`src/rtl/display_scanner.sv`:
```
// Time-multiplexed digit scanner feeding a 7-segment decoder, with frame-aligned double buffering.
// Optional build macro LEADING_ZERO_BLANK_EN suppresses leading zero digits (column 0 always lit).
module display_scanner #(
    parameter int TOTAL_COLUNES  = 4,
    parameter int DATA_WIDTH     = 16,
    parameter int PRESCALE       = 50000,
    parameter int PRESCALE_WIDTH = 16,
    parameter int BLANK_CYCLES   = 1
) (
    input  logic                     clk,
    input  logic                     reset,
    input  logic                     run,
    input  logic [DATA_WIDTH-1:0]    data_in,
    input  logic                     load,
    output logic [3:0]               binary_code,
    output logic                     enable,
    output logic [TOTAL_COLUNES-1:0] colune_select,
    output logic                     pending,
    output logic                     frame_done
);

    localparam int DIGIT_W = (TOTAL_COLUNES > 1) ? $clog2(TOTAL_COLUNES) : 1;
    localparam logic [PRESCALE_WIDTH-1:0] TICK_VAL   = PRESCALE_WIDTH'(PRESCALE - 1);
    localparam logic [PRESCALE_WIDTH-1:0] BLANK_END  = PRESCALE_WIDTH'(BLANK_CYCLES - 1);
    localparam logic [DIGIT_W-1:0]        LAST_DIGIT = DIGIT_W'(TOTAL_COLUNES - 1);

    typedef enum logic [1:0] {
        OFF   = 2'd0,
        BLANK = 2'd1,
        ON    = 2'd2
    } state_t;

    state_t                    state_r;
    logic [PRESCALE_WIDTH-1:0] slot_cnt_r;
    logic [DIGIT_W-1:0]        digit_r;
    logic [DATA_WIDTH-1:0]     shadow_r;
    logic [DATA_WIDTH-1:0]     staged_r;

    state_t                    nxt_state_s;
    logic [PRESCALE_WIDTH-1:0] nxt_slot_s;
    logic [DIGIT_W-1:0]        nxt_digit_s;
    logic [DATA_WIDTH-1:0]     nxt_shadow_s;
    logic [DATA_WIDTH-1:0]     nxt_staged_s;
    logic                      nxt_pending_s;
    logic                      nxt_frame_s;
    logic                      tick_s;
    logic                      boundary_s;
    logic [3:0]                nxt_code_s;
    logic                      nxt_enable_s;
    logic [TOTAL_COLUNES-1:0]  nxt_select_s;

    function automatic logic [3:0] nibble_at(input logic [DATA_WIDTH-1:0] word,
                                             input logic [DIGIT_W-1:0] idx);
        logic [3:0] nib;
        nib = 4'h0;
        for (int i = 0; i < TOTAL_COLUNES; i++) begin
            if (int'(idx) == i) begin
                nib = word[4*i +: 4];
            end else begin
                nib = nib;
            end
        end
        return nib;
    endfunction

    // True when column idx and every column above it hold zero; column 0 never qualifies.
    function automatic logic leading_zero(input logic [DATA_WIDTH-1:0] word,
                                          input logic [DIGIT_W-1:0] idx);
        logic blank;
        blank = (idx != '0);
        for (int i = 0; i < TOTAL_COLUNES; i++) begin
            if (i >= int'(idx) && word[4*i +: 4] != 4'h0) begin
                blank = 1'b0;
            end else begin
                blank = blank;
            end
        end
        return blank;
    endfunction

    // Next-state, buffer-commit and next-output computation.
    always_comb begin
        nxt_state_s   = state_r;
        nxt_slot_s    = slot_cnt_r;
        nxt_digit_s   = digit_r;
        nxt_shadow_s  = shadow_r;
        nxt_staged_s  = staged_r;
        nxt_pending_s = pending;
        nxt_frame_s   = 1'b0;
        tick_s        = (slot_cnt_r == TICK_VAL);
        boundary_s    = (state_r == ON) && tick_s && (digit_r == LAST_DIGIT);

        if (!run || state_r == OFF) begin
            nxt_state_s = run ? BLANK : OFF;
            nxt_slot_s  = '0;
            nxt_digit_s = '0;
            nxt_frame_s = run;
            // Direct load wins; otherwise flush any staged word on the way into OFF.
            if (load) begin
                nxt_shadow_s  = data_in;
                nxt_pending_s = 1'b0;
            end else if (pending) begin
                nxt_shadow_s  = staged_r;
                nxt_pending_s = 1'b0;
            end else begin
                nxt_pending_s = 1'b0;
            end
        end else begin
            nxt_slot_s  = tick_s ? '0 : slot_cnt_r + PRESCALE_WIDTH'(1);
            nxt_frame_s = boundary_s;
            case (state_r)
                BLANK: nxt_state_s = (slot_cnt_r == BLANK_END) ? ON : BLANK;
                ON: begin
                    if (tick_s) begin
                        nxt_state_s = BLANK;
                        nxt_digit_s = (digit_r == LAST_DIGIT) ? '0 : digit_r + DIGIT_W'(1);
                    end else begin
                        nxt_state_s = ON;
                    end
                end
                default: nxt_state_s = OFF;
            endcase
            if (boundary_s && load) begin
                nxt_shadow_s  = data_in;
                nxt_pending_s = 1'b0;
            end else if (boundary_s && pending) begin
                nxt_shadow_s  = staged_r;
                nxt_pending_s = 1'b0;
            end else if (load) begin
                nxt_staged_s  = data_in;
                nxt_pending_s = 1'b1;
            end else begin
                nxt_pending_s = pending;
            end
        end

        nxt_code_s = (nxt_state_s == OFF) ? 4'h0 : nibble_at(nxt_shadow_s, nxt_digit_s);
`ifdef LEADING_ZERO_BLANK_EN
        nxt_enable_s = (nxt_state_s == ON) && !leading_zero(nxt_shadow_s, nxt_digit_s);
`else
        nxt_enable_s = (nxt_state_s == ON);
`endif
        for (int i = 0; i < TOTAL_COLUNES; i++) begin
            nxt_select_s[i] = !((nxt_state_s != OFF) && (int'(nxt_digit_s) == i));
        end
    end

    // State, buffers and registered outputs.
    always_ff @(posedge clk or posedge reset) begin
        if (reset) begin
            state_r       <= OFF;
            slot_cnt_r    <= '0;
            digit_r       <= '0;
            shadow_r      <= '0;
            staged_r      <= '0;
            pending       <= 1'b0;
            binary_code   <= 4'h0;
            enable        <= 1'b0;
            colune_select <= '1;
            frame_done    <= 1'b0;
        end else begin
            state_r       <= nxt_state_s;
            slot_cnt_r    <= nxt_slot_s;
            digit_r       <= nxt_digit_s;
            shadow_r      <= nxt_shadow_s;
            staged_r      <= nxt_staged_s;
            pending       <= nxt_pending_s;
            binary_code   <= nxt_code_s;
            enable        <= nxt_enable_s;
            colune_select <= nxt_select_s;
            frame_done    <= nxt_frame_s;
        end
    end

    logic unused_s;
    assign unused_s = ^{leading_zero(shadow_r, digit_r)};

endmodule

```
`config.mk`:
```
export PLATFORM = sky130hd
export DESIGN_NAME = display_scanner
export DESIGN_NICKNAME = d
export VERILOG_FILES = /design/src/rtl/display_scanner.sv
export SDC_FILE = /design/constraint.sdc
export NUM_CORES = 1
export LEC_CHECK = 0
export ABC_AREA = 1
export BUFFER_PORTS_ARGS = -buffer_cell sky130_fd_sc_hd__buf_2
export CORE_UTILIZATION = 60
export CTS_BUF_LIST = sky130_fd_sc_hd__clkbuf_4 sky130_fd_sc_hd__clkbuf_8
export DETAILED_ROUTE_END_ITERATION = 8
export PLACE_DENSITY = 0.86
export SKIP_CTS_REPAIR_TIMING = 1
export SLEW_MARGIN = 20
export SYNTH_ARGS = -nofsm -noshare
export SYNTH_HDL_FRONTEND = slang
export SYNTH_SLANG_ARGS = --single-unit
export TNS_END_PERCENT = 100
```
`constraint.sdc`:
```
create_clock -name clk -period 2.22 [get_ports clk]
set_input_delay 0.333 -clock clk [delete_from_list [all_inputs] [get_ports clk]]
set_output_delay 0.333 -clock clk [all_outputs]
set_load 0.05 [all_outputs]
```
### Word level (Yosys, flattened, before mapping)

Index checks and enable logic that the tools add are counted.

| storage, ports and cells | value |
|---|---|
| register bits after elaboration | 63 |
| bits of input ports | 20 |
| output and inout port bits | 11 |
| logic and storage cells | 70 |

| cells by class | value |
|---|---|
| $add $sub $neg | 2 |
| equality and inequality tests | 8 |
| multiplexer cells | 26 |
| bitwise operators | 3 |
| reductions and logical operators | 21 |

Operators by type and width:

| cell | number |
|---|---|
| $mux W16 | 7 |
| $mux W4 | 5 |
| $add A16 B1 Y16 const B | 1 |
| $eq A16 B16 Y1 const B | 1 |
| $logic_not A16 Y1 | 1 |
| $mux W2 | 7 |
| $eq A2 B2 Y1 const B | 5 |
| $logic_and A1 B1 Y1 | 8 |
| $logic_not A2 Y1 | 3 |
| $mux W1 | 6 |
| $logic_not A1 Y1 | 5 |
| $eq A2 B1 Y1 const B | 2 |
| $pmux W2 S2 | 1 |
| $reduce_and A4 Y1 | 1 |
| $reduce_bool A4 Y1 | 1 |
| $not A1 Y1 | 3 |
| $add A2 B1 Y2 const B | 1 |
| $reduce_bool A2 Y1 | 1 |
| $logic_or A1 B1 Y1 | 1 |

### Logic depth before layout (Yosys ltp)

Gate-level depths: netlist (run 1).

| depth | value |
|---|---|
| depth after elaboration | 12 |
| depth in mapped cells | 15 |

### Worst setup path after synthesis (run 1)

No wires, ideal clock.

| timing path | value |
|---|---|
| kind | flip-flop to flip-flop |
| start | reg slot_cnt_r[0] |
| end | reg staged_r[8] |
| setup time | 127 ps |
| arrival time | 1733 ps |
| data required time | 2093 ps |
| path slack | 360 ps |
| cell stages (with the launch flop) | 10 |
| path buffers | 1 |
| cells stage by stage | dfrtp_1 ha_1 nand3_2 nor2_2 nand3_4 nor2_4 a21oi_1 nand2_1 buf_4 mux2_1 |

| on the way | value |
|---|---|
| word-level cells in the longest chain between the ends | 6 |

RTL lines:

| element | RTL line | RTL |
|---|---|---|
| start: declaration | 34 | `logic [PRESCALE_WIDTH-1:0] slot_cnt_r;` |
| start signal: assignment | 163 | `slot_cnt_r <= nxt_slot_s;` |
| $eq A16 B16 Y1 * | 90 | `tick_s = (slot_cnt_r == TICK_VAL);` |
| $logic_and A1 B1 Y1 * (2 in series) | 91 | `boundary_s = (state_r == ON) && tick_s && (digit_r == LAST_DIGIT);` |
| $logic_and A1 B1 Y1 (on tied branches) | 126, 123 |  |
| $not A1 Y1 (no source line) | n/a |  |
| $reduce_and A4 Y1 (no source line) * | n/a |  |
| end signal: assignment | 166 | `staged_r <= nxt_staged_s;` |
| end: declaration | 37 | `logic [DATA_WIDTH-1:0] staged_r;` |

Every way passes the cells marked *; elsewhere a longest branch is shown, timed or not.
A chain may end at the register's enable or synchronous reset.

### Worst setup path after layout (run 1)

| timing path | value |
|---|---|
| start | reg slot_cnt_r[0] |
| end | reg binary_code[2] |

RTL lines:

| element | RTL line | RTL |
|---|---|---|
| $eq A16 B16 Y1 / $logic_not A16 Y1 (equally long branches) | 90, 112 |  |
| $mux W2 (on tied branches) | 114, 112 |  |
| $pmux W2 S2 * | 111 | `case (state_r)` |
| $mux W2 * | 93 | `if (!run \|\| state_r == OFF) begin` |
| via nxt_state_s[0] | 39 | `state_t nxt_state_s;` |
| $logic_not A2 Y1 * | 137 | `nxt_code_s = (nxt_state_s == OFF) ? 4'h0 : nibble_at(nxt_shadow_s, nxt_digit_s);` |
| $mux W4 * | 137 |  |
| via nxt_code_s[2] | 48 | `logic [3:0] nxt_code_s;` |
| end signal: assignment | 168 | `binary_code <= nxt_code_s;` |
| end: declaration | 15 | `output logic [3:0] binary_code,` |

The timed path passes the listed nets; every way through them passes the cells marked *.

==> results of run 1 <==
[worst paths after layout]
| kind | endpoint | start |
|---|---|---|
| min | binary_code[0] | reset |
| max in group asynchronous | slot_cnt_r[0] | reset |
| max | binary_code[2] | slot_cnt_r[0] |
| min in group clk | staged_r[8] | data_in[8] |
| min reg2reg | slot_cnt_r[0] | slot_cnt_r[0] |
| max reg2reg | binary_code[2] | slot_cnt_r[0] |
[power by group]
part | leakage [µW] | internal (µW) | switching [µW]
logic | 0.00117 | 169 | 310
registers | 0.000792 | 1270 | 77.2
clock network | 0.000115 | 666 | 436
[stage by stage]
stage / instance area [µm²] / setup TNS (ns)
2_1_floorplan: 3640 / 0
3_3_place_gp: 3940 / 0
3_5_place_dp: 3940 / 0
4_1_cts: 4160 / 0
5_1_grt: 4180 / -0.0881
6_report: 4180 / 0
[layout by cell type, fill, tap and decap left out, types with 4 or more instances in the layout]
cell type  Yosys  layout
a21oi_1       21      21
buf_2          3      30
buf_4          3      18
clkbuf_8       0       9
dfrtp_1       59      59
dfstp_2        4       4
ha_1           6       5
inv_1         53      52
inv_2          6       7
nand2_1      147     146
nand3_1       50      50
nor2_1        41      38
nor2_2         5       8
nor3_1         4       4
nor3_2         4       4
o211ai_1      11      11
o21ai_0       26      26
o21ai_1        4       4
[state kept, by name, summed over array words and instances (netlist names)]
signal	flops
binary_code	4
colune_select	4
digit_r	2
enable	1
frame_done	1
pending	1
shadow_r	16
slot_cnt_r	16
staged_r	16
state_r	2
[layer usage]
| metal | part of all wire [%] | global-route usage (%) | up-vias |
|---|---|---|---|
| met4 | 3.0 | 14.3 | 0 |
| met2 | 46 | 48.5 | 208 |
| li1 | - | - | 1666 |
| met5 | 0 | 0 | - |
| met3 | 9.7 | 9.37 | 36 |
| met1 | 42 | 43.2 | 1613 |
[worst max-delay path, cell delays in order (launching register included)]
cell and delay (ns):
dfrtp_1 0.39, ha_2 0.22, nand3_2 0.14, nor2_2 0.18, nand3_4 0.14, nand2_1 0.12
nand2_1 0.06, nand2_1 0.10, nor2_2 0.08, nor3_2 0.39, nand3_1 0.17, nand2_1 0.09
[final cells by class]
class / instances / area [µm²]
Clock inverter: 4 / 70.1
Sequential cell: 63 / 1580
Tap cell: 75 / 93.8
Fill cell: 472 / 1700
Timing Repair Buffer: 51 / 319
Clock buffer: 12 / 146
Multi-Input combinational cell: 347 / 1740
Inverter: 61 / 229
[logic make-up (layout without fill, tap and decap cells)]
group | count (synthesis) | count (layout) | synth area share [%]
flops | 63 | 63 | 43.4
xor+xnor | 2 | 2 | 0.481
mux | 1 | 1 | 0.309
simple gates | 264 | 264 | 32.4
compound gates | 74 | 74 | 12.3
buf+inv | 78 | 128 | 9.07
fa+ha+maj | 6 | 6 | 2.06
==> flow_summary_export.csv, run 1 <==
group,metric,value,unit
status,status,"finished clean",
placed_design,finalWeightedCongestion,0.904,
clock_tree,cts_tree,"done",
setup_path,cp.arrival,2.42,ns
setup_path,crit_fanout,5,
clock_tree,insertion_delay,0.35,ns
route,ant_nets,0,
synth,synthTopCellsByArea,"dfrtp_1 (41%), nand2_1 (15%), nand3_1 (6.9%), inv_1 (5.5%), nor2_1 (4.2%)",
timing,fmax,468,MHz
layout,layout-drive-gt1-share,19.1,%
pwr,ir_worst_vdd,0.513,mV
pwr,power_leakage,0.00208,µW
synth,synth_edf_count,0,
synth,async_flop_share,100,%
floorplan,start_util,61.9,%
timing,setup_violations,0,
floorplan,row_count,28,
global_routing,overflow,0,
route,vias,3523,
global_routing,grt_use_total,32.3,%
synth,yosysTopAreaCellShare,40.5,%
synth,yosys_warnings,0,
synth,synth.avg_cell_area,7.46,µm²
setup_path,rr_worst_depth,11,
pwr,design_power_total,2930,µW
global_routing,grt_pass1_vias,3317,
synth,synthCells,488,
synth,ys_ff_latch,63,
placed_design,numPortBuffers,30,
setup_path,r2r_setup_slack,0.08,ns
timing,relSlewSlack,65.3,%
timing,finalHoldViolations,0,
layout,syn_to_final_growth,14.8,%
synth,synthDominantAreaCellType,"dfrtp_1",
route,totalWireLength,9170,µm
route,wire_per_inst,15.0,µm
clock_tree,clk_pin_slew_worst_paths,0.07,ns
global_routing,grt_max_degree,26,
layout,nets,559,
route,dr.pass1.iters,5,
placed_design,dp.cells,597,
synth,syn_nets,514,
floorplan,ios,31,
worst_hold_path,hold_path_class,"input port to asynchronous set/reset pin",
synth,synth.cell_area,3640,µm²
timing,grt_setup_unrepaired,"yes",
placed_design,post-dp-hpwl,6530,µm
clock_tree,numClockSinks,63,
synth,seq_area_frac_synth,43.4,%
floorplan,die_h,79.9,µm
synth,synth_common_cells,"nand2_1 (147), dfrtp_1 (59), inv_1 (53), nand3_1 (50), nor2_1 (41)",
clock_tree,numCtsBuffers,9,
setup_path,start_kind,"flop",
floorplan,die_area,6390,µm²
setup_path,cp.required,2.50,ns
placed_design,pre_cts_slack,0.190,ns
route,via_per_inst,5.75,
floorplan,die_x,79.9,µm
synth,synthDistinctLibCells,38,
timing,finalCritPeriodShare,96.3,%
global_routing,grt_pass1_wl,15400,µm
clock_tree,cts.path.max_buffers,2,
timing,hold_ws,0.00723,ns
setup_path,critPathKind,"flop to flop",
timing,worst_slack,0.0816,ns
layout,num_antenna_cells,0,
timing,min_period,2.14,ns
floorplan,core_area,5890,µm²
timing,timing.final.max_slew_violations,0,
setup_path,endpoint_kind,"flop",
timing,clock_skew,0.0103,ns
pwr,powerDensity,701,nW/µm²
synth,yosysMostFrequentCell,"nand2_1",
route,drt_iter0_markers,363,
synth,synth-main-ff-cell,"dfrtp_1",
global_routing,antenna_found_initial,0,
clock_tree,htreeDepth,3,
clock_tree,ctsRootBufferMaster,"clkbuf_8",
route,drc,0,
layout,final_util,71.1,%
timing,worstMarginPinSlew,0.520,ns
job,drv_cap,0,
layout,finalNonFillerCells,613,
Note: power is estimated with default switching activity, not from simulation.
==> inputs of run 2 (changes only) <==
- ABC_AREA: 1 -> not set
==> run 2 against run 1 <==
  * The run now ends with negative setup slack left
  * Power is 14% higher
  * Sequential share of layout area is 3.7 points lower
  * Critical path depth stayed put
  * Via count is 1.6% higher
  * Core utilization is 17 points higher
  * Maximum frequency is 23% lower
  * Sequential cell count stayed put
  * Register-to-register slack worse by 0.62 ns
  * Synthesized area is 7.1% lower
  * First-iteration DRC count is 62% higher
  * Clock power is 19% higher
  * Combinational power is 36% higher
  * Critical path type unchanged
  * Largest cell class unchanged
==> flow_summary_export.csv, run 2 <==
group,metric,value,unit
placed_design,post-dp-hpwl,6170,µm
global_routing,use_met2,57.6,%
pwr,pwr-share-clk,39.0,%
floorplan,die_area,5940,µm²
synth,yosysMostFrequentCell,"dfrtp_1",
synth,async_flop_share,100,%
floorplan,row_count,26,
pwr,p_seq_share,41.7,%
layout,final_cell_mix,"dfrtp_1 (59), buf_4 (53), nor2_1 (42)",
timing,setup_violations,45,
layout,final_common_cell,"dfrtp_1",
global_routing,grt_pass1_vias,3226,
timing,clock_skew,0.0190,ns
route,dr.pass1.iters,6,
timing,relSlewSlack,54.9,%
synth,synth_common_cells,"dfrtp_1 (59), nor2_1 (44), nand2_1 (25), o21ai_0 (20), inv_1 (17)",
clock_tree,numCtsBuffers,9,
global_routing,antenna_found_initial,0,
status,status,"finished, violations left",
global_routing,grt_pass1_wl,15200,µm
setup_path,crit_fanout,6,
status,violations,"negative setup slack",
layout,reg_top3,"shadow_r: 16 flops, slot_cnt_r: 16 flops, staged_r: 16 flops",
timing,hold_ws,0.0339,ns
route,wire_per_inst,24.2,µm
route,via_per_inst,6.96,
floorplan,start_util,64.2,%
floorplan,die_x,77.1,µm
global_routing,met3_usage,5.24,%
setup_path,critPathKind,"flop to flop",
timing,finalCritPeriodShare,124,%
clock_tree,cts.path.max_buffers,2,
clock_tree,cts_tree,"done",
route,ant_nets,0,
layout,syn_to_final_growth,37.1,%
worst_hold_path,hold_path_class,"input port to asynchronous set/reset pin",
route,drc,0,
global_routing,grt_use_total,33.5,%
global_routing,grt_busiest_layer,"met2",
clock_tree,numClockSinks,63,
layout,multi_input_area,1900,µm²
timing,worstMarginPinSlew,0.670,ns
setup_path,cp.arrival,3.04,ns
job,drv_cap,0,
route,vias,3580,
placed_design,numPortBuffers,30,
clock_tree,clk_pin_slew_worst_paths,0.08,ns
synth,synthDistinctLibCells,55,
setup_path,endpoint_kind,"flop",
pwr,power_leakage,0.00204,µW
layout,regArea,1580,µm²
pwr,combPwrFrac,19.4,%
global_routing,overflow,0,
floorplan,die_h,77.1,µm
synth,synthTopCellsByArea,"dfrtp_1 (44%), nor2_1 (4.9%), mux2_2 (4.7%), dfstp_2 (3.1%), o21ai_0 (3.0%)",
setup_path,start_kind,"flop",
floorplan,core_area,5270,µm²
global_routing,grt_max_degree,64,
pwr,ir_worst_vdd,0.577,mV
synth,seq_area_frac_synth,46.8,%
route,drt_iter0_markers,588,
route,totalWireLength,12400,µm
layout,num_antenna_cells,0,
synth,synth_edf_count,0,
setup_path,cp.required,2.50,ns
synth,synth.cell_area,3380,µm²
layout,fill_cells,224,
timing,tns,-11.66,ns
synth,synthCells,348,
clock_tree,insertion_delay,0.36,ns
pwr,p_int,2370,µW
synth,synth-main-ff-cell,"dfrtp_1",
layout,layout-drive-gt1-share,41.9,%
pwr,powerDensity,722,nW/µm²
pwr,design_power_total,3350,µW
clock_tree,ctsRootBufferMaster,"clkbuf_8",
global_routing,met1_usage,39.4,%
timing,fmax,362,MHz
timing,min_period,2.76,ns
timing,grt_setup_unrepaired,"yes",
synth,yosys_warnings,0,
timing,timing.final.max_slew_violations,0,
timing,worst_slack,-0.542,ns
pwr,p_sw_share,29.2,%
timing,finalHoldViolations,0,
pwr,p_switching,977,µW
placed_design,finalWeightedCongestion,0.888,
floorplan,ios,31,
synth,synthDominantAreaCellType,"dfrtp_1",
layout,nets,466,
clock_tree,htreeDepth,3,
synth,syn_nets,374,
synth,synth.avg_cell_area,9.72,µm²
synth,ys_ff_latch,63,
synth,yosysTopAreaCellShare,43.7,%
-- run 2: cell types whose count changed after synthesis, moves of 6 or more --
cell	previous run	this run
xnor2_1	0	7
o211ai_1	11	4
o22ai_1	0	10
nand2_1	147	25
nand3_1	50	13
inv_1	53	17
mux2_2	0	14
a21oi_1	21	10
nand2b_1	0	6
o21ai_0	26	20
inv_2	6	0
-- run 2: critical path, cell delays in order, from the launching register on --
cell and delay [ns]:
dfrtp_1 0.39, inv_2 0.09, ha_4 0.14, or4b_4 0.50
nor4_4 0.33, buf_4 0.18, and2_4 0.20, buf_6 0.14
nor3_1 0.05, a211oi_2 0.35, a221oi_2 0.13, o22ai_1 0.17
-- run 2: cell families (layout without fill, tap and decap cells) --
| logic type | Yosys count | in the layout | synth area share [%] |
|---|---|---|---|
| mux | 19 | 19 | 6.62 |
| compound gates | 86 | 86 | 17.9 |
| flops | 63 | 63 | 46.8 |
| fa+ha+maj | 6 | 6 | 2.22 |
| xor+xnor | 14 | 14 | 3.63 |
| simple gates | 125 | 126 | 18.5 |
| buf+inv | 35 | 130 | 4.29 |
-- run 2: routing by layer --
| metal | part of all wire (%) | wire length [µm] |
|---|---|---|
| met5 | 0 | 0 |
| met4 | 8.1 | 1010 |
| met3 | 10 | 1240 |
| met2 | 47 | 5860 |
| met1 | 35 | 4320 |
-- run 2: worst paths after layout --
| kind | startpoint | endpoint | slack, ns | depth (start not counted) |
|---|---|---|---|---|
| max in group asynchronous | reset | colune_select[1] | 1.86 | 3 |
| worst max register to register | state_r[0] | binary_code[0] | -0.54 | 11 |
| worst min register to register | staged_r[11] | staged_r[11] | 0.52 | 1 |
| min in group clk | data_in[6] | staged_r[6] | 0.23 | 3 |
| worst min-delay path | reset | shadow_r[9] | 0.03 | 3 |
| worst max-delay path | state_r[0] | binary_code[0] | -0.54 | 11 |
-- run 2: power by group through the flow --
stage | clock network (µW) | registers, µW | logic, µW
after floorplan | 0 | 1400 | 313
after global placement | 0 | 1380 | 505
after detailed placement | 0 | 1390 | 525
after CTS | 1270 | 1370 | 534
after global routing | 1340 | 1400 | 680
final | 1310 | 1390 | 648
-- run 2: area by class of cell --
cell class	instances	share of cell area (%)
Timing Repair Buffer	98	16.4
Tap cell	70	1.89
Clock inverter	3	1.94
Clock buffer	12	3.43
Sequential cell	63	34.1
Inverter	17	1.38
Multi-Input combinational cell	251	40.9
-- run 2: per-stage QoR --
| step | instances | setup slack (ns) | util [%] | cell area [µm²] |
|---|---|---|---|---|
| floorplan | 348 | -0.279 | - | 3400 |
| global placement | 487 | -0.294 | 76.3 | 4020 |
| detailed placement | 487 | -0.407 | 76.3 | 4020 |
| CTS | 502 | -0.489 | 81.0 | 4270 |
| global route | 514 | -0.560 | 88.0 | 4640 |
| finish | 514 | -0.542 | 88.0 | 4640 |
==> inputs of run 3 (changes only) <==
- SKIP_CTS_REPAIR_TIMING: 1 -> not set
- SKIP_LAST_GASP: not set -> 1
- SLEW_MARGIN: 20 -> 40
==> run 3 against run 2 <==
  * The flow still finishes with violations (negative setup slack)
  * Sequential cell count stayed put
  * Non-clock buffer count up 8
  * Critical path depth increased by 3
  * Sequential power about the same
  * Clock-buffer cell count stayed put
  * Global-route usage grew 7.0 points
  * Hold slack lost 0.018 ns
  * First-iteration DRC count increased by 19%
  * Combinational power increased by 5.2%
  * Power increased by 1.9%
  * Core utilization is 1.8 points higher
  * Die area unchanged
  * Critical endpoint unchanged
  * Largest cell class unchanged
  * Highest routed layer unchanged
==> flow_summary_export.csv, run 3 (synthesized netlist as in run 2, its figures left out) <==
group,metric,value,unit
setup_path,crit_top_cell,"buf_4",
floorplan,start_util,64.2,%
clock_tree,holdBufCountCts,0,
setup_path,r2r_start,"state_r[0]",
pwr,p_seq_share,41.0,%
route,drt_iter0_markers,699,
timing,clock_skew,0.0244,ns
placed_design,post-dp-hpwl,6170,µm
setup_path,start_kind,"flop",
global_routing,overflow,0,
timing,relSlewSlack,41.6,%
layout,num_antenna_cells,0,
global_routing,antenna_found_initial,0,
timing,setup_violations,56,
setup_path,endpoint_kind,"flop",
clock_tree,cts_tree,"done",
clock_tree,ctsRootBufferMaster,"clkbuf_8",
route,totalWireLength,13800,µm
worst_hold_path,hold_path_class,"input port to asynchronous set/reset pin",
global_routing,grt_use_total,40.4,%
route,via_per_inst,7.20,
layout,final_cell_mix,"dfrtp_1 (59), buf_4 (57), nor2_1 (42)",
placed_design,pre_cts_slack,-0.407,ns
floorplan,die_h,77.1,µm
setup_path,crit_fanout,10,
setup_path,cp_slowest_stage_delay,0.40,ns
clock_tree,numClockSinks,63,
status,violations,"negative setup slack",
layout,final_common_cell,"dfrtp_1",
pwr,ir_worst_vdd,0.503,mV
setup_path,crit_chain,"inv_2 > buf_4 > buf_4 > ha_1 > buf_4 > nor2b_4 > buf_12 > o21ai_0 > o31ai_2 > buf_4 > o211ai_1 > o21ai_2 > a221oi_2 > o22ai_1",
clock_tree,cts.path.max_buffers,2,
timing,worst_slack,-0.549,ns
clock_tree,insertion_delay,0.37,ns
global_routing,grt_max_degree,64,
global_routing,grt_pass1_vias,3517,
pwr,combPwrFrac,20.0,%
clock_tree,numCtsBuffers,9,
floorplan,die_area,5940,µm²
timing,fmax,361,MHz
pwr,powerDensity,721,nW/µm²
route,drc,0,
timing,tns,-12.07,ns
timing,finalHoldViolations,0,
placed_design,finalWeightedCongestion,0.888,
setup_path,cp-startpoint,"state_r[0]",
route,dr.pass1.iters,6,
clock_tree,clk_pin_slew_worst_paths,0.09,ns
layout,nets,474,
layout,reg_top3,"shadow_r: 16 flops, slot_cnt_r: 16 flops, staged_r: 16 flops",
floorplan,row_count,26,
setup_path,slowest_stage,"dfrtp_1",
timing,min_period,2.77,ns
timing,grt_setup_unrepaired,"yes",
floorplan,die_x,77.1,µm
layout,fill_cells,216,
pwr,p_sw_share,30.4,%
timing,worstMarginPinSlew,0.867,ns
pwr,design_power_total,3410,µW
pwr,p_int,2380,µW
status,status,"finished, violations left",
floorplan,ios,31,
layout,syn_to_final_growth,40.0,%
route,wire_per_inst,26.4,µm
timing,finalCritPeriodShare,125,%
clock_tree,htreeDepth,3,
pwr,power_leakage,0.00207,µW
placed_design,dpl_cell_area,4020,µm²
setup_path,cp.required,2.47,ns
setup_path,critPathKind,"flop to flop",
placed_design,numPortBuffers,30,
pwr,pwr-share-clk,39.0,%
pwr,p_switching,1040,µW
floorplan,core_area,5270,µm²
layout,fin_area,4730,µm²
route,ant_nets,0,
timing,timing.final.max_slew_violations,0,
setup_path,cp.arrival,3.02,ns
route,vias,3756,
layout,layout-drive-gt1-share,44.5,%
job,drv_cap,0,
global_routing,grt_pass1_wl,18000,µm
-- run 3: cell count changes in the layout (fill, tap and decap cells not counted), moves of 2 or more --
cell	delta
nand2_4	-2
o21ai_2	+2
nor3_2	-2
buf_4	+4
nand3_2	+4
nand2_1	+2
buf_6	+6
nand3_1	-4
buf_12	-2
-- run 3: layer usage --
metal	vias to the layer above	routed length, µm	global-route usage, %
met5	-	0	0
met4	0	1440	27.2
met3	156	1630	7.02
li1	1452	-	-
met2	421	6350	69.2
met1	1727	4370	46.2
-- run 3: power groups by stage --
stage / logic (µW) / registers, µW / clock network [µW]
floorplan: 313 / 1400 / 0
global route: 710 / 1400 / 1360
detailed placement: 525 / 1390 / 0
global placement: 505 / 1380 / 0
CTS: 577 / 1370 / 1270
finish: 682 / 1400 / 1330
-- run 3: final cells by class --
cell class	instances	area, µm²	share of cell area, %
well taps	70	87.6	1.85
multi-input cells	251	1930	40.8
clock buffers	12	159	3.36
repair buffers	106	818	17.3
flip-flops and latches	63	1580	33.4
clock inverters	3	90.1	1.90
inverters	17	63.8	1.35
-- run 3: stage by stage --
| stage | hold slack (ns) | instances | utilization, % |
|---|---|---|---|
| floorplan | 0.447 | 348 | - |
| global placement | 0.422 | 487 | 76.3 |
| detailed placement | 0.423 | 487 | 76.3 |
| CTS | 0.0556 | 516 | 86.1 |
| global route | 0.0578 | 522 | 89.8 |
| finish | 0.0158 | 522 | 89.8 |
-- run 3: critical path, delay by kind of cell (launching register included) --
family / cells / cell delay (ns)
compound gates: 6 / 1.26
simple gates: 1 / 0.04
flops: 1 / 0.40
fa+ha+maj: 1 / 0.23
buf+inv: 6 / 0.73
-- run 3: timing repair --
item                                    CTS  global route
pin swaps                                17            13
gates cloned                              1             0
endpoints found under the setup margin   40            56
gates resized for setup                  45            40
setup buffers                            13             8
-- run 3: path summary, 6_finish.rpt --
kind | slack [ns] | end | cells after the start
setup reg to reg | -0.55 | binary_code[0] | 14
setup / recovery | -0.55 | binary_code[0] | 14
hold reg to reg | 0.51 | staged_r[11] | 1
max in group asynchronous | 1.86 | colune_select[0] | 3
hold / removal | 0.02 | shadow_r[8] | 3
min in group clk | 0.21 | staged_r[2] | 2
